==> config.mk <==
export PLATFORM = sky130hd
export DESIGN_NAME = wb_port_arbiter
export DESIGN_NICKNAME = d
export VERILOG_FILES = /design/src/rtl/wbarb_pkg.sv /design/src/rtl/wbarb_fifo.sv /design/src/rtl/wb_port_arbiter.sv
export SDC_FILE = /design/constraint.sdc
export NUM_CORES = 1
export LEC_CHECK = 0
export BUFFER_PORTS_ARGS = -buffer_cell sky130_fd_sc_hd__clkbuf_2
export CAP_MARGIN = 10
export CORE_MARGIN = 5
export CORE_UTILIZATION = 44
export DETAILED_ROUTE_END_ITERATION = 8
export PLACE_DENSITY = 0.78
export SETUP_SLACK_MARGIN = 0.2
export SLEW_MARGIN = 25
export SYNTH_ARGS = -nofsm -noshare
export SYNTH_HDL_FRONTEND = slang
export SYNTH_SLANG_ARGS = --single-unit
==> constraint.sdc <==
create_clock -name clk -period 16 [get_ports clk]
set_clock_uncertainty 0.1 [all_clocks]
set_input_delay 0.8 -clock clk [delete_from_list [all_inputs] [get_ports clk]]
set_output_delay 0.8 -clock clk [all_outputs]
set_load 0.02 [all_outputs]
==> src/rtl/wbarb_pkg.sv <==
// wbarb_pkg: shared types and constants for the register-file write-port arbiter.
//   lu_entry_t  : one buffered long-latency-unit result (valid, dest, data)
//   XZR         : zero register index; never written
//   DEF_DEPTH   : default LU result buffer depth
// Optional feature macro used by the arbiter: WBARB_STATS_EN.
package wbarb_pkg;

  localparam int unsigned DEF_DEPTH    = 2;
  localparam int unsigned ENTRY_DATA_W = 64;
  localparam int unsigned ENTRY_REG_W  = 5;

  localparam logic [4:0] XZR = 5'd31;

  typedef struct packed {
    logic                    valid;
    logic [ENTRY_REG_W-1:0]  dest;
    logic [ENTRY_DATA_W-1:0] data;
  } lu_entry_t;

endpackage

==> src/rtl/wbarb_fifo.sv <==
// wbarb_fifo: in-order circular buffer of pending LU results.
// Ports:
//   clk, reset          clock, asynchronous active-high reset
//   i_push/i_push_entry append an entry at the tail
//   i_pop               retire the head entry (valid or squashed)
//   i_squash_en/_dest   invalidate every valid entry whose dest matches
//   o_head              current head entry
//   o_count             number of occupied slots (squashed ones included)
//   o_mask              registered OR of dest decodes of valid entries
//   o_squash_num        entries invalidated this cycle (WBARB_STATS_EN only)
module wbarb_fifo
  import wbarb_pkg::*;
#(
  parameter int unsigned DEPTH = DEF_DEPTH,
  parameter int unsigned REG_W = ENTRY_REG_W
) (
  input  logic                      clk,
  input  logic                      reset,
  input  logic                      i_push,
  input  lu_entry_t                 i_push_entry,
  input  logic                      i_pop,
  input  logic                      i_squash_en,
  input  logic [REG_W-1:0]          i_squash_dest,
  output lu_entry_t                 o_head,
  output logic [$clog2(DEPTH):0]    o_count,
  output logic [31:0]               o_mask
`ifdef WBARB_STATS_EN
  ,
  output logic [$clog2(DEPTH):0]    o_squash_num
`endif
);

  localparam int unsigned PTR_W = $clog2(DEPTH);
  localparam int unsigned CNT_W = PTR_W + 1;

  lu_entry_t        r_mem [DEPTH];
  logic [PTR_W-1:0] r_head;
  logic [PTR_W-1:0] r_tail;
  logic [CNT_W-1:0] r_count;
  logic [31:0]      r_mask;

  lu_entry_t        w_mem_nxt [DEPTH];
  logic [PTR_W-1:0] w_head_nxt;
  logic [PTR_W-1:0] w_tail_nxt;
  logic [CNT_W-1:0] w_count_nxt;
  logic [31:0]      w_mask_nxt;
  logic [CNT_W-1:0] w_squash_num;

  // Squash first, then pop, then push: the pushed beat is younger than the
  // squashing WB write and must survive it.
  always_comb begin
    w_mem_nxt    = r_mem;
    w_head_nxt   = r_head;
    w_tail_nxt   = r_tail;
    w_squash_num = '0;
    w_mask_nxt   = '0;
    for (int unsigned i = 0; i < DEPTH; i++) begin
      if (i_squash_en && r_mem[PTR_W'(i)].valid &&
          (r_mem[PTR_W'(i)].dest == i_squash_dest)) begin
        w_mem_nxt[PTR_W'(i)].valid = 1'b0;
        w_squash_num               = w_squash_num + CNT_W'(1);
      end
    end
    if (i_pop) begin
      w_mem_nxt[r_head].valid = 1'b0;
      w_head_nxt              = r_head + PTR_W'(1);
    end
    if (i_push) begin
      w_mem_nxt[r_tail] = i_push_entry;
      w_tail_nxt        = r_tail + PTR_W'(1);
    end
    w_count_nxt = r_count + CNT_W'(i_push) - CNT_W'(i_pop);
    for (int unsigned i = 0; i < DEPTH; i++) begin
      if (w_mem_nxt[PTR_W'(i)].valid)
        w_mask_nxt[w_mem_nxt[PTR_W'(i)].dest] = 1'b1;
    end
  end

  always_ff @(posedge clk or posedge reset) begin
    if (reset) begin
      for (int unsigned i = 0; i < DEPTH; i++) r_mem[i] <= '0;
      r_head  <= '0;
      r_tail  <= '0;
      r_count <= '0;
      r_mask  <= '0;
    end else begin
      r_mem   <= w_mem_nxt;
      r_head  <= w_head_nxt;
      r_tail  <= w_tail_nxt;
      r_count <= w_count_nxt;
      r_mask  <= w_mask_nxt;
    end
  end

  assign o_head  = r_mem[r_head];
  assign o_count = r_count;
  assign o_mask  = r_mask;
`ifdef WBARB_STATS_EN
  assign o_squash_num = w_squash_num;
`endif

endmodule

==> src/rtl/wb_port_arbiter.sv <==
// wb_port_arbiter: shares the register-file write port between the WB stage
// (always wins) and a long-latency unit whose results queue in wbarb_fifo.
// Ports:
//   clk, reset                  clock, asynchronous active-high reset
//   wb_valid/regWrite/destReg/data   WB stage write request
//   lu_valid/ready/destReg/data      LU result handshake
//   RegWrite/WriteRegister/WriteData registered write port (1-cycle latency)
//   busy_mask                   registers targeted by live buffered LU writes
//   stall_cycles, squash_count  saturating counters (WBARB_STATS_EN only)
module wb_port_arbiter
  import wbarb_pkg::*;
#(
  parameter int unsigned DEPTH  = DEF_DEPTH,
  parameter int unsigned DATA_W = ENTRY_DATA_W,
  parameter int unsigned REG_W  = ENTRY_REG_W
) (
  input  logic              clk,
  input  logic              reset,
  input  logic              wb_valid,
  input  logic              wb_regWrite,
  input  logic [REG_W-1:0]  wb_destReg,
  input  logic [DATA_W-1:0] wb_data,
  input  logic              lu_valid,
  output logic              lu_ready,
  input  logic [REG_W-1:0]  lu_destReg,
  input  logic [DATA_W-1:0] lu_data,
  output logic              RegWrite,
  output logic [REG_W-1:0]  WriteRegister,
  output logic [DATA_W-1:0] WriteData,
  output logic [31:0]       busy_mask
`ifdef WBARB_STATS_EN
  ,
  output logic [31:0]       stall_cycles,
  output logic [31:0]       squash_count
`endif
);

  localparam int unsigned CNT_W = $clog2(DEPTH) + 1;

  logic              r_lu_ready;
  logic              r_RegWrite;
  logic [REG_W-1:0]  r_WriteRegister;
  logic [DATA_W-1:0] r_WriteData;

  lu_entry_t         w_head;
  logic [CNT_W-1:0]  w_count;
  logic [CNT_W-1:0]  w_count_nxt;
  logic              w_empty;
  logic              w_wb_req;
  logic              w_lu_acc;
  logic              w_lu_zr;
  logic              w_bypass;
  logic              w_push;
  logic              w_pop;
  logic              w_grant;
  logic [REG_W-1:0]  w_gdest;
  logic [DATA_W-1:0] w_gdata;

  assign w_empty  = (w_count == '0);
  assign w_wb_req = wb_valid & wb_regWrite & (wb_destReg != XZR);
  assign w_lu_acc = lu_valid & r_lu_ready;
  assign w_lu_zr  = (lu_destReg == XZR);

  always_comb begin
    w_grant  = 1'b0;
    w_bypass = 1'b0;
    w_gdest  = '0;
    w_gdata  = '0;
    if (w_wb_req) begin
      w_grant = 1'b1;
      w_gdest = wb_destReg;
      w_gdata = wb_data;
    end else if (!w_empty && w_head.valid) begin
      w_grant = 1'b1;
      w_gdest = w_head.dest;
      w_gdata = w_head.data;
    end else if (w_empty && w_lu_acc && !w_lu_zr) begin
      w_grant  = 1'b1;
      w_bypass = 1'b1;
      w_gdest  = lu_destReg;
      w_gdata  = lu_data;
    end
    // A squashed head retires without using the port, even under a WB write.
    w_pop       = !w_empty && (!w_head.valid || !w_wb_req);
    w_push      = w_lu_acc && !w_lu_zr && !w_bypass;
    w_count_nxt = w_count + CNT_W'(w_push) - CNT_W'(w_pop);
  end

`ifdef WBARB_STATS_EN
  logic [CNT_W-1:0] w_squash_num;
`endif

  wbarb_fifo #(
    .DEPTH (DEPTH),
    .REG_W (REG_W)
  ) u_fifo (
    .clk           (clk),
    .reset         (reset),
    .i_push        (w_push),
    .i_push_entry  ('{valid: 1'b1, dest: lu_destReg, data: lu_data}),
    .i_pop         (w_pop),
    .i_squash_en   (w_wb_req),
    .i_squash_dest (wb_destReg),
    .o_head        (w_head),
    .o_count       (w_count),
    .o_mask        (busy_mask)
`ifdef WBARB_STATS_EN
    ,
    .o_squash_num  (w_squash_num)
`endif
  );

  always_ff @(posedge clk or posedge reset) begin
    if (reset) begin
      r_lu_ready      <= 1'b0;
      r_RegWrite      <= 1'b0;
      r_WriteRegister <= '0;
      r_WriteData     <= '0;
    end else begin
      // Based on next occupancy, so a same-cycle pop cannot open a slot early.
      r_lu_ready <= (w_count_nxt < CNT_W'(DEPTH));
      r_RegWrite <= w_grant;
      if (w_grant) begin
        r_WriteRegister <= w_gdest;
        r_WriteData     <= w_gdata;
      end
    end
  end

  assign lu_ready      = r_lu_ready;
  assign RegWrite      = r_RegWrite;
  assign WriteRegister = r_WriteRegister;
  assign WriteData     = r_WriteData;

`ifdef WBARB_STATS_EN
  logic [31:0] r_stall_cycles;
  logic [31:0] r_squash_count;
  logic [32:0] w_squash_sum;

  assign w_squash_sum = {1'b0, r_squash_count} + 33'(w_squash_num);

  always_ff @(posedge clk or posedge reset) begin
    if (reset) begin
      r_stall_cycles <= '0;
      r_squash_count <= '0;
    end else begin
      if (lu_valid && !r_lu_ready && (r_stall_cycles != '1))
        r_stall_cycles <= r_stall_cycles + 32'd1;
      r_squash_count <= w_squash_sum[32] ? '1 : w_squash_sum[31:0];
    end
  end

  assign stall_cycles = r_stall_cycles;
  assign squash_count = r_squash_count;
`endif

endmodule
# ---- Yosys cells after proc, flatten, opt, wreduce, memory -nomap -nowiden
# Index checks and enable logic that the tools add are counted.
dict set report op_classes {
  magnitude_cmp 9
  mux 30
  bitwise 6
  n_reduce_logical 21
  add_sub_neg 4
  eq_ne 4
}
# operator count
set op_table {}
lappend op_table {{70-bit 2-to-1 mux} 5}
lappend op_table {{140-bit bitwise mux} 2}
lappend op_table {{140-bit 2-to-1 mux} 2}
lappend op_table {{64-bit 2-to-1 mux} 3}
lappend op_table {{70-bit demux with 1-bit select} 2}
lappend op_table {{32-bit 2-to-1 mux} 2}
lappend op_table {{32-bit OR} 1}
lappend op_table {{5-bit 2-to-1 mux} 3}
lappend op_table {{1-bit logical AND} 14}
lappend op_table {{5-bit by 6-bit < comparator with 1-bit output, second input constant} 2}
lappend op_table {{1-bit demux with 5-bit select} 2}
lappend op_table {{5-bit == test} 2}
lappend op_table {{5-bit by 1-bit >= comparator with 1-bit output, second input constant} 2}
lappend op_table {{1-bit 2-to-1 mux} 9}
lappend op_table {{5-bit == test, second input constant} 1}
lappend op_table {{1-bit logical NOT} 5}
lappend op_table {{5-bit != test, second input constant} 1}
lappend op_table {{2-bit >= comparator, second input constant} 2}
lappend op_table {{2-bit by 1-bit < comparator with 1-bit output, second input constant} 2}
lappend op_table {{1-bit NOT with 2-bit output} 2}
lappend op_table {{1-bit AND} 3}
lappend op_table {{1-bit adder, second input constant} 2}
lappend op_table {{2-bit by 1-bit adder with 2-bit output} 1}
lappend op_table {{2-bit logical NOT} 1}
lappend op_table {{other kinds (3)} 3}
dict set report word_totals {
  out_inout_bits 103
  ff_bits 247
  elab_cells 88
  in_bits 143
}

# ---- Logic depth before layout (Yosys ltp)
# Gate-level depths: netlist of run 1.
dict set report logic_depth {
  depth_word 17
  ltp_mapped 12
  mapped_depth_nobuf 9
}

# ---- Modules after synthesis
# From an unflattened synthesis of run 1, not the netlist that was laid out.
dict set report unflattened {
  hier_cells 1033
  area_unflattened_um2 12251.8
}
# mod cells_per_inst area_per_inst_um2 instances seq_area_each_um2
set modules_own_cells {}
lappend modules_own_cells {wbarb_fifo 541 7790.0 1 4404.2}
lappend modules_own_cells {wb_port_arbiter 492 4461.8 1 1776.7}

# ---- Least setup slack after synthesis of run 1
# OpenSTA, ideal clock, no wires.
dict set report synth_timing {
  kind {input -> register}
  from {in wb_valid}
  to {reg r_lu_ready (netlist: lu_ready)}
  n_path_buf 3
  stages 12
  t_arrival_ns 2.654
  required_time_ns 15.779
  slack_ns 13.125
  setup_time_ns 0.121
  path_cell_list {nand2_1 > o21ba_1 > buf_6 > buf_2 > clkbuf_1 > a21oi_1 > ha_1 > inv_1 > ha_1 > xnor2_1 > xnor2_1 > inv_1}
}
dict set report synth_between {
  elab_chain_cells 8
  elab_cells_between_ends 11
  cone_classes {add/sub: 2; order compare: 1; mux: 1; bitwise: 2; reduce/logical: 5}
}
# element line_no
set synth_lines {}
lappend synth_lines {{from (decl)} wb_port_arbiter.sv:19} ;# input logic wb_valid,
lappend synth_lines {{1-bit AND * (2 in series)} wb_port_arbiter.sv:60} ;# assign w_wb_req = wb_valid & wb_regWrite & (wb_destReg != XZR);
lappend synth_lines {{1-bit 2-to-1 mux} wb_port_arbiter.sv:69} ;# if (w_wb_req) begin
lappend synth_lines {{1-bit logical NOT} wb_port_arbiter.sv:85} ;# w_push = w_lu_acc && !w_lu_zr && !w_bypass;
lappend synth_lines {{1-bit logical AND} wb_port_arbiter.sv:85}
lappend synth_lines {{2-bit by 1-bit adder with 2-bit output} -}
lappend synth_lines {{2-bit by 1-bit subtractor with 2-bit output *} -}
lappend synth_lines {{net u_fifo.w_count_nxt[1]} wbarb_fifo.sv:45} ;# logic [CNT_W-1:0] w_count_nxt;
lappend synth_lines {{2-bit < comparator *} wb_port_arbiter.sv:121} ;# r_lu_ready <= (w_count_nxt < CNT_W'(DEPTH));
lappend synth_lines {{to (signal assigned)} wb_port_arbiter.sv:121}
lappend synth_lines {{to (decl)} wb_port_arbiter.sv:40} ;# logic r_lu_ready;
# Mark *: on every way through the listed nets, which the timed path passes. The rest lies on a longest branch.
# A chain may end at the register's enable or synchronous reset.

# ---- Worst setup path after layout of run 1
dict set report layout_timing {
  from {in wb_destReg[3]}
  to {reg u_fifo.r_mask[25] (netlist: u_fifo.o_mask[25])}
}
dict set report layout_between {
  elab_chain_cells 15
  elab_cells_between_ends 33
  cone_classes {order compare: 4; eq/ne: 3; mux: 13; bitwise: 2; reduce/logical: 11}
}
# element line_no
set layout_lines {}
lappend layout_lines {{from (decl)} wb_port_arbiter.sv:21} ;# input logic [REG_W-1:0] wb_destReg,
lappend layout_lines {{5-bit != test} wb_port_arbiter.sv:60}
lappend layout_lines {{1-bit AND} wb_port_arbiter.sv:60}
lappend layout_lines {{1-bit logical NOT} wb_port_arbiter.sv:84} ;# w_pop = !w_empty && (!w_head.valid || !w_wb_req);
lappend layout_lines {{1-bit logical OR} wb_port_arbiter.sv:84}
lappend layout_lines {{1-bit logical AND} wb_port_arbiter.sv:84}
lappend layout_lines {{140-bit 2-to-1 mux} wbarb_fifo.sv:64} ;# if (i_pop) begin
lappend layout_lines {{140-bit bitwise mux} wbarb_fifo.sv:69} ;# w_mem_nxt[r_tail] = i_push_entry;
lappend layout_lines {{140-bit 2-to-1 mux *} wbarb_fifo.sv:68} ;# if (i_push) begin
lappend layout_lines {{5-bit by 6-bit < comparator with 1-bit output (implied by the code) / 5-bit by 1-bit >= comparator with 1-bit output (equally long branches)} wbarb_fifo.sv:75} ;# w_mask_nxt[w_mem_nxt[PTR_W'(i)].dest] = 1'b1;
lappend layout_lines {{1-bit logical AND (implied by the code)} wbarb_fifo.sv:75}
lappend layout_lines {{1-bit 2-to-1 mux (implied by the code)} wbarb_fifo.sv:75}
lappend layout_lines {{1-bit demux with 5-bit select} -}
lappend layout_lines {{32-bit 2-to-1 mux} wbarb_fifo.sv:74} ;# if (w_mem_nxt[PTR_W'(i)].valid)
lappend layout_lines {{32-bit OR (no line)} -}
lappend layout_lines {{32-bit 2-to-1 mux *} wbarb_fifo.sv:74}
lappend layout_lines {{net u_fifo.w_mask_nxt[25]} wbarb_fifo.sv:46} ;# logic [31:0] w_mask_nxt;
lappend layout_lines {{to (signal assigned)} wbarb_fifo.sv:91} ;# r_mask <= w_mask_nxt;
lappend layout_lines {{to (decl)} wbarb_fifo.sv:40} ;# logic [31:0] r_mask;
# Marked as above.

==> results.rst, run 1 <==
.. list-table::
   :header-rows: 1

   * - Metric
     - Value
   * - Status
     - finished clean
   * - CTS Hold Buffers Added
     - 0
   * - Worst hold path type
     - primary input to asynchronous set/reset pin
   * - Post-DRT Antenna Nets
     - 0
   * - Total wire length
     - 32.5 mm
   * - All-layer global routing usage
     - 0.211
   * - Final hold violations
     - 0
   * - Total number of placement rows
     - 59
   * - Switching fraction of total power
     - 0.392
   * - Die Outline Area
     - 0.0299 mm2
   * - Netlist area before placement
     - approximately 0.012 mm2
   * - Number of setup violations in the final report
     - 0
   * - Finished Core Util
     - 0.530
   * - Detailed router's first-iteration violation count
     - slightly above 700
   * - Clock tree from TritonCTS
     - yes
   * - Via count of the first global-routing pass
     - 9505
   * - Internal power summed over all cells
     - 1.76 mW
   * - Count of flip-flops with a built-in enable after synthesis
     - 0
   * - Gate Count Post-Synth
     - about 1000
   * - Sequential cell area fraction in the yosys report
     - 0.529
   * - Routed len/inst
     - 20.8 um
   * - Proportion of power drawn by the clock network
     - 0.202
   * - Worst Path Class, Setup
     - primary input to flip-flop
   * - Final period util
     - 0.245
   * - XOR/XNOR share of the synthesized area
     - 0.00974
   * - Number of distinct library cells after synthesis
     - between 50 and 60
   * - Synthesized area per cell
     - 11.5 um2
   * - Maximum number of pins on one net before global-route repair
     - about 110
   * - Type of element capturing the critical path
     - flip-flop
   * - Tightest Pin Transition
     - 1.03 ns
   * - Vias per cell
     - between 5 and 6
   * - Deepest level of the CTS H-tree
     - 1
   * - Part of the total power dissipated in sequential elements
     - 0.386
   * - Max-capacitance violation count
     - 0
   * - Boundary pin count
     - roughly 250
   * - DRT Pass-1 Iters
     - 5
   * - Final number of max-transition violations
     - 0
   * - Net switching power
     - 1.14 mW
   * - Total overflow reported by the global router
     - 0
   * - Clock root cell
     - clkbuf_16
   * - Syn-to-layout area delta
     - 18.5%
   * - Combinational fraction of design power
     - 0.413
   * - Setup repair after global routing missed its margin
     - false
   * - Top library cells by usage in the layout, fill and taps aside
     - dfrtp_1, clkbuf_2, mux2_2, nor2_1, nor3_1
   * - Compound-Gate Fraction of Synth Area
     - 0.117
   * - Leak pwr
     - 6.27 nW
   * - Origin of the worst setup path
     - wb_destReg[3]
   * - Area share of and/or/nand/nor cells after synthesis
     - 0.109
   * - Largest family of logic cells by synthesized area
     - multiplexers
   * - Synthesis-stage register bit count
     - between 200 and 250
   * - Shortest period the worst path allows
     - 3.92 ns
   * - Final hold slack
     - around 0.34 ns
   * - Data arrival time of the worst path
     - between 4 and 5 ns
   * - Most common cell after layout, fill and taps aside
     - dfrtp_1
   * - Required time at the endpoint of the critical path
     - 16.33 ns
   * - Num CTS Buffers
     - 27
   * - Sum of negative setup slack
     - 0 ns
   * - Multiplexer share of the synthesized area
     - 0.193
   * - Fill cell instance count of the final layout
     - 2286
   * - Clock latency on the worst-skew pair
     - roughly 0.52 ns
   * - Number of antenna violations at the first check in global routing
     - 1
   * - Post-CTS Repair Setup Buffers
     - 0
   * - Number of warnings printed during yosys synthesis
     - 0
   * - Count of antenna diodes in the layout
     - 0
   * - Core Region
     - between 0.02 and 0.03 mm2
   * - CP Max Fanout
     - 53
   * - Routability congestion estimate
     - around 0.96
   * - Count of clock tree sinks
     - 247
   * - Overall die height
     - about 170 um
   * - Residual DRC count
     - 0
   * - P per Cell Area
     - approximately 210 mW/mm2
   * - Wire length of the first global-routing pass
     - 52.3 mm
   * - Total of cells resized after clock tree synthesis
     - 0
   * - Vias after detailed routing
     - slightly above 9000
   * - Port Buf Inserts
     - 245
   * - Post-synthesis adder-cell area fraction
     - 0.00214
   * - Sort of element at the start of the critical path
     - primary input
   * - Clock-pin slew on the worst setup and hold paths
     - roughly 0.06 ns
   * - Chip Width
     - 173 um
   * - Worst slew slack as a fraction of its limit
     - 0.314
   * - Post-synth top flop
     - dfrtp_1
   * - Number of nets in the final layout
     - 1353
   * - Max frequency
     - 255 MHz
   * - Async set-or-reset flop fraction in the synthesized netlist
     - 1.00
   * - HPWL after detailed placement
     - 21.3 mm
   * - Worst r2r src
     - u_fifo.o_count[1]
   * - Largest voltage drop on the vdd net
     - 0.103 mV
   * - Max Root-Sink Buffers
     - 3
   * - Initial Utilization
     - 0.447
   * - Share of post-route cells with drive strength above 1
     - 0.371
   * - Syn Nets
     - 1161
state kept, by name (all words and copies together), names as in the netlist:
register and cells:
RegWrite 1, u_fifo.r_mem 140, u_fifo.r_tail 1, lu_ready 1, WriteData 64, u_fifo.o_mask 32, u_fifo.o_count 2, u_fifo.r_head 1
WriteRegister 5
worst paths after layout:
check | endpoint | cells after the start | slack, ns
setup / recovery | u_fifo.o_mask[25] | 8 | 12.08
hold / removal | WriteData[1] | 2 | 0.34
setup reg to reg | u_fifo.o_mask[25] | 6 | 12.37
hold reg to reg | u_fifo.r_mem[129] | 1 | 0.40
max in group asynchronous | WriteData[29] | 3 | 14.09
min in group clk | u_fifo.r_mem[129] | 1 | 0.40
worst max-delay path, cell delays in order:
cell and delay (ns):
clkbuf_2 0.16, nand3_1 0.14, o21ba_4 0.41, o211ai_4 0.84, buf_4 0.71, and4bb_1 0.77, nand4_1 0.19, o211ai_1 0.15
layout make-up:
cell class / count / area [um2] / share of cell area
clock inverters: 8 / 55.1 / 0.00397
clock buffers: 39 / 771 / 0.0556
repair buffers: 255 / 1310 / 0.0942
multi-input cells: 666 / 5070 / 0.366
well taps: 335 / 419 / 0.0303
flip-flops and latches: 247 / 6180 / 0.446
inverters: 11 / 48.8 / 0.00352
cell usage after synthesis, drive strengths merged (3+ instances only):
| master | number | area, um2 |
|---|---|---|
| mux2i | 69 | 691 |
| buf | 47 | 272 |
| inv | 11 | 41.3 |
| a32oi | 4 | 35.0 |
| nor2 | 82 | 310 |
| a21oi | 69 | 345 |
| clkbuf | 45 | 170 |
| nand2 | 33 | 124 |
| dfrtp | 247 | 6180 |
| nand2b | 6 | 37.5 |
| nor3 | 71 | 355 |
| o21ai | 8 | 43.8 |
| xor2 | 5 | 43.8 |
| nand4 | 13 | 81.3 |
| a221oi | 68 | 596 |
| nor3b | 3 | 27.5 |
| nand3 | 22 | 115 |
| o211ai | 15 | 123 |
| or2 | 4 | 25.0 |
| mux2 | 139 | 1570 |
| o221ai | 13 | 120 |
| and2 | 4 | 25.0 |
| xnor2 | 8 | 70.1 |
| nand3b | 5 | 37.5 |
| nor2b | 5 | 31.3 |
power by group through the flow:
stage	Sequential, mW	Clock [mW]	Combinational [mW]
6_report	1.12	0.584	1.19
5_1_grt	1.15	0.630	1.30
4_1_cts	1.11	0.599	1.21
3_5_place_dp	1.12	0	1.20
3_3_place_gp	1.11	0	1.18
2_1_floorplan	1.16	0	0.818
through the flow:
stage,cells,power (mW),setup WS [ns],instance area (um2)
after floorplan,1016,1.98,8.31,11700
after global placement,1514,2.28,11.60,13000
after detailed placement,1514,2.32,11.54,13000
after CTS,1561,2.92,12.10,13900
after global routing,1561,3.08,11.93,13900
final,1561,2.89,12.08,13900
metal layers:
| layer | routed length [um] | GRT usage | share of wire |
|---|---|---|---|
| met2 | 15900 | 0.354 | 0.49 |
| met1 | 13500 | 0.277 | 0.42 |
| met4 | 930 | 0.0629 | 0.029 |
| met5 | 13 | 0 | 0.00040 |
| met3 | 2120 | 0.0434 | 0.065 |
kinds of logic (layout without fill, tap and decap cells):
kind of cell	Yosys count	after routing
AND/OR/NAND/NOR	257	257
flip-flops	247	247
multiplexers	208	208
AO/OA/AOI/OAI	186	186
buffers and inverters	103	313
XOR/XNOR	13	13
adder cells (fa/ha/maj)	2	2
Power figures use the tool's default switching activity.
==> run 2, diff against run 1 <==
--- a/config.mk
+++ b/config.mk
@@ -5,12 +5,13 @@
 export SDC_FILE = /design/constraint.sdc
 export NUM_CORES = 1
 export LEC_CHECK = 0
+export ABC_AREA = 1
 export BUFFER_PORTS_ARGS = -buffer_cell sky130_fd_sc_hd__clkbuf_2
 export CAP_MARGIN = 10
 export CORE_MARGIN = 5
 export CORE_UTILIZATION = 44
 export DETAILED_ROUTE_END_ITERATION = 8
-export PLACE_DENSITY = 0.78
+export PLACE_DENSITY = 0.77
 export SETUP_SLACK_MARGIN = 0.2
 export SLEW_MARGIN = 25
 export SYNTH_ARGS = -nofsm -noshare
==> constraint.sdc (replaced) <==
create_clock -name clk -period 4.02 [get_ports clk]
set_clock_uncertainty 0.1 [all_clocks]
set_input_delay 0.201 -clock clk [delete_from_list [all_inputs] [get_ports clk]]
set_output_delay 0.201 -clock clk [all_outputs]
set_load 0.02 [all_outputs]
==> run 2 against run 1 <==
  * Die area grew 1.3%
  * Power grew to 4.1 times the previous value
  * Utilization grew 6.8 points
  * Routed wire length grew 11%
  * Non-clock buffer count grew 184
  * First-iteration DRC count grew 79%
  * Clock power grew to 4.3 times the previous value
  * Via count grew 27%
  * Critical path type is now flip-flop to flip-flop
==> results.rst, run 2 <==
.. list-table::
   :header-rows: 1

   * - Metric
     - Value
   * - Tightest Pin Transition
     - 1.04 ns
   * - Num CTS Buffers
     - 27
   * - Top library cells by usage in the layout, fill and taps aside
     - nand2_1, dfrtp_1, clkbuf_2, dlygate4sd3_1, inv_1
   * - Core Region
     - 0.0267 mm2
   * - Number of nets in the final layout
     - 1958
   * - Shortest period the worst path allows
     - 3.19 ns
   * - Most numerous cell in the Yosys netlist
     - nand2_1
   * - Max-capacitance violation count
     - 0
   * - Required time at the endpoint of the critical path
     - 4.38 ns
   * - Count of antenna diodes in the layout
     - 0
   * - Detailed router's first-iteration violation count
     - ~1300
   * - Synth top area share
     - 0.521
   * - Share of post-route cells with drive strength above 1
     - 0.202
   * - Number of flip-flops in the largest register
     - 140
   * - Routed len/inst
     - 16.6 um
   * - Worst path most repeated cell
     - buf_4
   * - Count of clock tree sinks
     - 247
   * - Die Outline Area
     - roughly 0.030 mm2
   * - Total overflow reported by the global router
     - 0
   * - Sort of element at the start of the critical path
     - flip-flop
   * - Vias after detailed routing
     - 11700
   * - Initial Utilization
     - 0.444
   * - Clock latency on the worst-skew pair
     - 0.53 ns
   * - Count of flip-flops with a built-in enable after synthesis
     - 0
   * - Port Buf Inserts
     - about 250
   * - Status
     - finished clean
   * - Syn Nets
     - 1575
   * - Number of distinct library cells after synthesis
     - 31
   * - Max frequency
     - 313 MHz
   * - Final period util
     - 0.794
   * - Wire length of the first global-routing pass
     - 60.1 mm
   * - Type of element capturing the critical path
     - flip-flop
   * - Most common cell after layout, fill and taps aside
     - nand2_1
   * - Number of cells on the worst reg-to-reg path
     - 6
   * - Critical path's top delay family
     - buffers and inverters
   * - Worst Setup Slack post-DPL
     - 1.19 ns
   * - Boundary pin count
     - 246
   * - Number of setup violations in the final report
     - 0
   * - Chip Width
     - 174 um
   * - Largest voltage drop on the vdd net
     - 0.397 mV
   * - Total wire length
     - 36.1 mm
   * - Post-synth top flop
     - dfrtp_1
   * - Final number of max-transition violations
     - 0
   * - Netlist area before placement
     - between 0.01 and 0.015 mm2
   * - Sequential cell area fraction in the yosys report
     - 0.521
   * - All-layer global routing usage
     - 0.236
   * - Internal reg-to-reg setup slack
     - 0.83 ns
   * - CP Max Fanout
     - 70
   * - Worst hold path type
     - primary input to flip-flop
   * - Number of antenna violations at the first check in global routing
     - 0
   * - Clock tree from TritonCTS
     - yes
   * - Clock root cell
     - clkbuf_16
   * - Worst r2r src
     - u_fifo.r_head
   * - Residual DRC count
     - 0
   * - Post-DRT Antenna Nets
     - 0
   * - Worst path buffer plus inverter count
     - 4
   * - Largest cells by area after synthesis
     - dfrtp_1, nand2_1, o2111ai_1, o211ai_1, inv_1
   * - Gate Count Post-Synth
     - 1430
   * - Total number of placement rows
     - 60
   * - Vias per cell
     - 5.38
   * - Setup repair after global routing missed its margin
     - false
   * - DRT Pass-1 Iters
     - 5
   * - Leak pwr
     - 8.01 nW
   * - Deepest level of the CTS H-tree
     - 1
   * - Overall die height
     - approximately 170 um
   * - Max Root-Sink Buffers
     - 3
   * - Top cells by count, synth
     - nand2_1, dfrtp_1, inv_1
   * - Via count of the first global-routing pass
     - 11900
   * - Clock-pin slew on the worst setup and hold paths
     - 0.06 ns
   * - Largest reg by FF count
     - u_fifo.r_mem
   * - HPWL after detailed placement
     - 21.0 mm
   * - Smallest setup slack after layout
     - 0.828 ns
   * - Sum of negative setup slack
     - 0 ns
   * - Reg2Reg Capture Point
     - WriteData[60]
   * - Worst stage delay on the critical path
     - 0.67 ns
   * - Data arrival time of the worst path
     - 3.55 ns
   * - Worst slew slack as a fraction of its limit
     - 0.304
   * - Maximum number of pins on one net before global-route repair
     - 129
   * - Syn-to-layout area delta
     - 34.8%
   * - Endpoint with the worst hold slack
     - u_fifo.r_mem[64]
   * - P per Cell Area
     - 747 mW/mm2
   * - Launch point of the worst hold path
     - lu_destReg[0]
   * - Number of warnings printed during yosys synthesis
     - 0
   * - Final hold violations
     - 0
   * - Biggest area consumer among synthesized cells
     - dfrtp_1
   * - Async set-or-reset flop fraction in the synthesized netlist
     - 1.00
   * - Synthesis-stage register bit count
     - about 250
   * - Worst hold path cell count
     - 5
   * - Worst Path Class, Setup
     - flip-flop to flip-flop
   * - Cell breakdown of the critical path
     - inv_4 -> buf_4 -> buf_4 -> o211ai_1 -> o2111ai_1 -> dlygate4sd3_1
   * - Synthesized area per cell
     - 8.29 um2
   * - Routability congestion estimate
     - 0.914
   * - Slowest cell on crit path
     - buf_4
[run 2: cell count changes in the layout (fill, tap and decap cells not counted), moves of 70 or more]
cell           delta
nor3_1           -71
nor2_1           -70
inv_1            +79
mux2_2          -139
dlygate4sd3_1   +181
o2111ai_1        +70
nand2_1         +628
[run 2: worst reg2reg max path, delay by kind of cell (launching register included)]
family	cells	cell delay, ns
buffers and inverters	4	1.96
AO/OA/AOI/OAI	2	0.58
flip-flops	1	0.47
[run 2: repair_timing]
action | CTS | global route
setup endpoints to repair | 0 | 0
hold buffers | 181 | 0
endpoints found under the hold margin | 207 | 0
setup buffers | 0 | 0
resized for setup | 0 | 0
[run 2: through the flow]
| stage | hold slack [ns] | instance area (um2) | power, mW | cells | utilization |
|---|---|---|---|---|---|
| 2_1_floorplan | 0.211 | 11900 | 7.45 | 1430 | - |
| 3_3_place_gp | 0.0711 | 13300 | 8.66 | 1944 | 0.497 |
| 3_5_place_dp | 0.0799 | 13300 | 8.82 | 1944 | 0.497 |
| 4_1_cts | 0.0431 | 16000 | 11.9 | 2171 | 0.598 |
| 5_1_grt | 0.0789 | 16000 | 12.8 | 2171 | 0.598 |
| 6_report | 0.0724 | 16000 | 11.9 | 2171 | 0.598 |
[run 2: worst max-delay path by stage]
stage,from,endpoint,slack (ns),depth (start not counted)
final,u_fifo.r_head,WriteData[60],0.83,6
after global routing,u_fifo.r_head,WriteData[60],0.62,7
after CTS,u_fifo.r_head,WriteData[62],0.95,6
after detailed placement,lu_destReg[3],u_fifo.r_mem[40],1.19,9
after global placement,lu_destReg[1],u_fifo.r_mem[46],1.28,9
after floorplan,reset,RegWrite,0.47,1
[run 2: final cells by class]
| type | instances | area [um2] |
|---|---|---|
| timing repair buffer | 439 | 3180 |
| multi-input combinational | 995 | 4910 |
| clock inverter | 5 | 77.6 |
| inverter | 103 | 407 |
| clock buffer | 41 | 808 |
| fill | 2178 | 10700 |
| sequential | 247 | 6180 |
| tap | 341 | 427 |
[run 2: power breakdown]
part | internal (mW) | total (mW) | switching (mW)
Sequential | 3.57 | 4.14 | 0.572
Combinational | 1.91 | 5.32 | 3.40
Clock | 1.50 | 2.49 | 0.992
[run 2: kinds of logic after synthesis]
logic type / Yosys count / synth area share
xor+xnor: 5 / 0.00369
compound gates: 213 / 0.128
buf+inv: 188 / 0.0653
flops: 247 / 0.521
simple gates: 775 / 0.280
fa+ha+maj: 2 / 0.00211
[run 2: routing by layer]
metal  share of wire  routed length (um)  global-route usage
met5               0                   0                   0
met4           0.038                1390              0.0904
met3           0.065                2360              0.0431
met2            0.50               17900               0.411
met1            0.40               14500               0.293
==> run 3, diff against run 2 <==
--- a/config.mk
+++ b/config.mk
@@ -11,7 +11,7 @@
 export CORE_MARGIN = 5
 export CORE_UTILIZATION = 44
 export DETAILED_ROUTE_END_ITERATION = 8
-export PLACE_DENSITY = 0.77
+export PLACE_DENSITY = 0.8
 export SETUP_SLACK_MARGIN = 0.2
 export SLEW_MARGIN = 25
 export SYNTH_ARGS = -nofsm -noshare
==> constraint.sdc (replaced) <==
create_clock -name clk -period 2.7 [get_ports clk]
set_clock_uncertainty 0.1 [all_clocks]
set_input_delay 0.135 -clock clk [delete_from_list [all_inputs] [get_ports clk]]
set_output_delay 0.135 -clock clk [all_outputs]
set_load 0.02 [all_outputs]
==> run 3 against run 2 <==
  * Fmax is 40% higher
  * Global-route usage is 1.1 points lower
  * Utilization is 1.2 points lower
  * Power is 44% higher
  * Setup slack worse by 0.41 ns
  * Highest routed layer unchanged
  * Clock-buffer cell count is 3 lower
  * Largest cell class unchanged
==> results.rst, run 3 (synthesis gave the netlist of run 2 again) <==
.. list-table::
   :header-rows: 1

   * - Metric
     - Value
   * - Worst Setup Slack post-DPL
     - 0.419 ns
   * - Max Root-Sink Buffers
     - 3
   * - Total number of placement rows
     - 60
   * - Num CTS Buffers
     - 27
   * - Number of setup violations in the final report
     - 0
   * - Routed len/inst
     - between 15 and 20 um
   * - Smallest setup slack after layout
     - 0.416 ns
   * - Post-DRT Antenna Nets
     - 0
   * - Clock-pin slew on the worst setup and hold paths
     - 0.06 ns
   * - Final number of max-transition violations
     - 0
   * - Chip Width
     - 174 um
   * - Initial Utilization
     - 0.444
   * - Share of post-route cells with drive strength above 1
     - 0.209
   * - Final hold violations
     - 0
   * - Worst Path Class, Setup
     - flip-flop to flip-flop
   * - Deepest level of the CTS H-tree
     - 1
   * - Required time at the endpoint of the critical path
     - 3.01 ns
   * - Worst slew slack as a fraction of its limit
     - 0.317
   * - Status
     - finished clean
   * - Total overflow reported by the global router
     - 0
   * - Port Buf Inserts
     - 245
   * - Residual DRC count
     - 0
   * - Largest voltage drop on the vdd net
     - 0.602 mV
   * - HPWL after detailed placement
     - around 21 mm
   * - Post-CTS Repair Setup Buffers
     - 0
   * - Maximum number of pins on one net before global-route repair
     - between 100 and 150
   * - Clock tree from TritonCTS
     - yes
   * - Clock root cell
     - clkbuf_16
   * - CP Max Fanout
     - 17
   * - Overall power after layout
     - between 15 and 20 mW
   * - All-layer global routing usage
     - 0.225
   * - Clock latency on the worst-skew pair
     - 0.52 ns
   * - Largest reg by FF count
     - u_fifo.r_mem
   * - Vias per cell
     - 5.35
   * - Most common cell after layout, fill and taps aside
     - nand2_1
   * - Overall die height
     - 174 um
   * - Final period util
     - 0.846
   * - Sort of element at the start of the critical path
     - flip-flop
   * - Type of element capturing the critical path
     - flip-flop
   * - Critical path's top delay family
     - simple AND/OR/NAND/NOR gates
   * - Number of flip-flops in the largest register
     - 140
   * - Vias after detailed routing
     - 11400
   * - Cell breakdown of the critical path
     - nor2_1 -> nand3_1 -> nor2_4 -> nand2_8 -> nand2_8 -> ha_1 -> inv_1 -> ha_1 -> xor2_1 -> xor2_1 -> inv_1
   * - Number of nets in the final layout
     - 1922
   * - Leak pwr
     - 7.84 nW
   * - Max frequency
     - ~440 MHz
   * - Worst path buffer plus inverter count
     - 2
   * - Syn-to-layout area delta
     - 32.0%
   * - Tightest Pin Transition
     - 1.02 ns
   * - Worst stage delay on the critical path
     - 0.37 ns
   * - Die Outline Area
     - 0.0303 mm2
   * - Routability congestion estimate
     - approximately 0.93
   * - Max-capacitance violation count
     - 0
   * - Total of cells resized after clock tree synthesis
     - 0
   * - Via count of the first global-routing pass
     - 11600
   * - Slowest cell on crit path
     - dfrtp_1
   * - Count of clock tree sinks
     - 247
   * - Total wire length
     - between 30 and 40 mm
   * - Number of antenna violations at the first check in global routing
     - 0
   * - Core Region
     - 0.0267 mm2
   * - Boundary pin count
     - approximately 250
   * - Setup repair after global routing missed its margin
     - false
   * - Shortest period the worst path allows
     - about 2.3 ns
   * - Wire length of the first global-routing pass
     - 57.4 mm
   * - Data arrival time of the worst path
     - 2.60 ns
   * - Detailed router's first-iteration violation count
     - 946
   * - P per Cell Area
     - approximately 1100 mW/mm2
   * - DRT Pass-1 Iters
     - 5
   * - Worst hold path type
     - primary input to flip-flop
   * - Top library cells by usage in the layout, fill and taps aside
     - nand2_1, dfrtp_1, clkbuf_2, dlygate4sd3_1, inv_1
[run 3: power by group]
group	internal, mW	switching, mW	total (mW)	leakage [nW]
Sequential	5.31	0.863	6.17	3.11
Clock	2.24	1.48	3.72	0.433
Combinational	2.33	4.95	7.28	4.30
[run 3: layer usage]
layer / up-vias / global-route usage / wire length, um
met3: 95 / 0.0398 / 2230
met1: 5491 / 0.280 / 14200
met2: 503 / 0.395 / 17500
met5: - / 0 / 0
met4: 0 / 0.0798 / 1110
li1: 5343 / - / -
[run 3: timing repair]
| action | in CTS | in global routing |
|---|---|---|
| hold buffers | 139 | 0 |
| setup endpoints to repair | 0 | 0 |
| hold endpoints to repair | 239 | 0 |
[run 3: area by class of cell]
type / count / area [um2]
diodes: 1 / 2.50
clock buffers: 38 / 757
clock inverters: 10 / 138
fillers: 2192 / 11100
inverters: 103 / 407
multi-input cells: 995 / 4910
flip-flops and latches: 247 / 6180
well taps: 341 / 427
repair buffers: 403 / 2840
[run 3: worst paths after layout]
check / startpoint / end / slack, ns / cells after the start
worst max-delay path: u_fifo.o_count[1] / u_fifo.o_count[1] / 0.42 / 11
max in group asynchronous: reset / u_fifo.o_mask[19] / 1.42 / 4
worst min register to register: u_fifo.r_mem[40] / u_fifo.r_mem[40] / 0.38 / 2
min in group asynchronous: reset / WriteData[24] / 0.12 / 3
worst min-delay path: lu_valid / u_fifo.r_mem[68] / 0.04 / 5
worst max register to register: u_fifo.o_count[1] / u_fifo.o_count[1] / 0.42 / 11
[run 3: per-stage QoR]
step                cells  hold WS, ns  area, um2  setup TNS (ns)   util
floorplan            1430        0.145      11900         -192.84      -
global placement     1950        0.104      13400               0  0.500
detailed placement   1950       0.0992      13400               0  0.500
CTS                  2137       0.0244      15700               0  0.586
global route         2137       0.0594      15700               0  0.586
finish               2138       0.0439      15700               0  0.586
[run 3: worst reg2reg max path, stage by stage, from the launching register on]
cell and delay (ns):
dfrtp_1 0.37, nor2_1 0.14, nand3_1 0.13, nor2_4 0.23, nand2_8 0.15, nand2_8 0.16
ha_1 0.25, inv_1 0.06, ha_1 0.15, xor2_1 0.18, xor2_1 0.21, inv_1 0.06
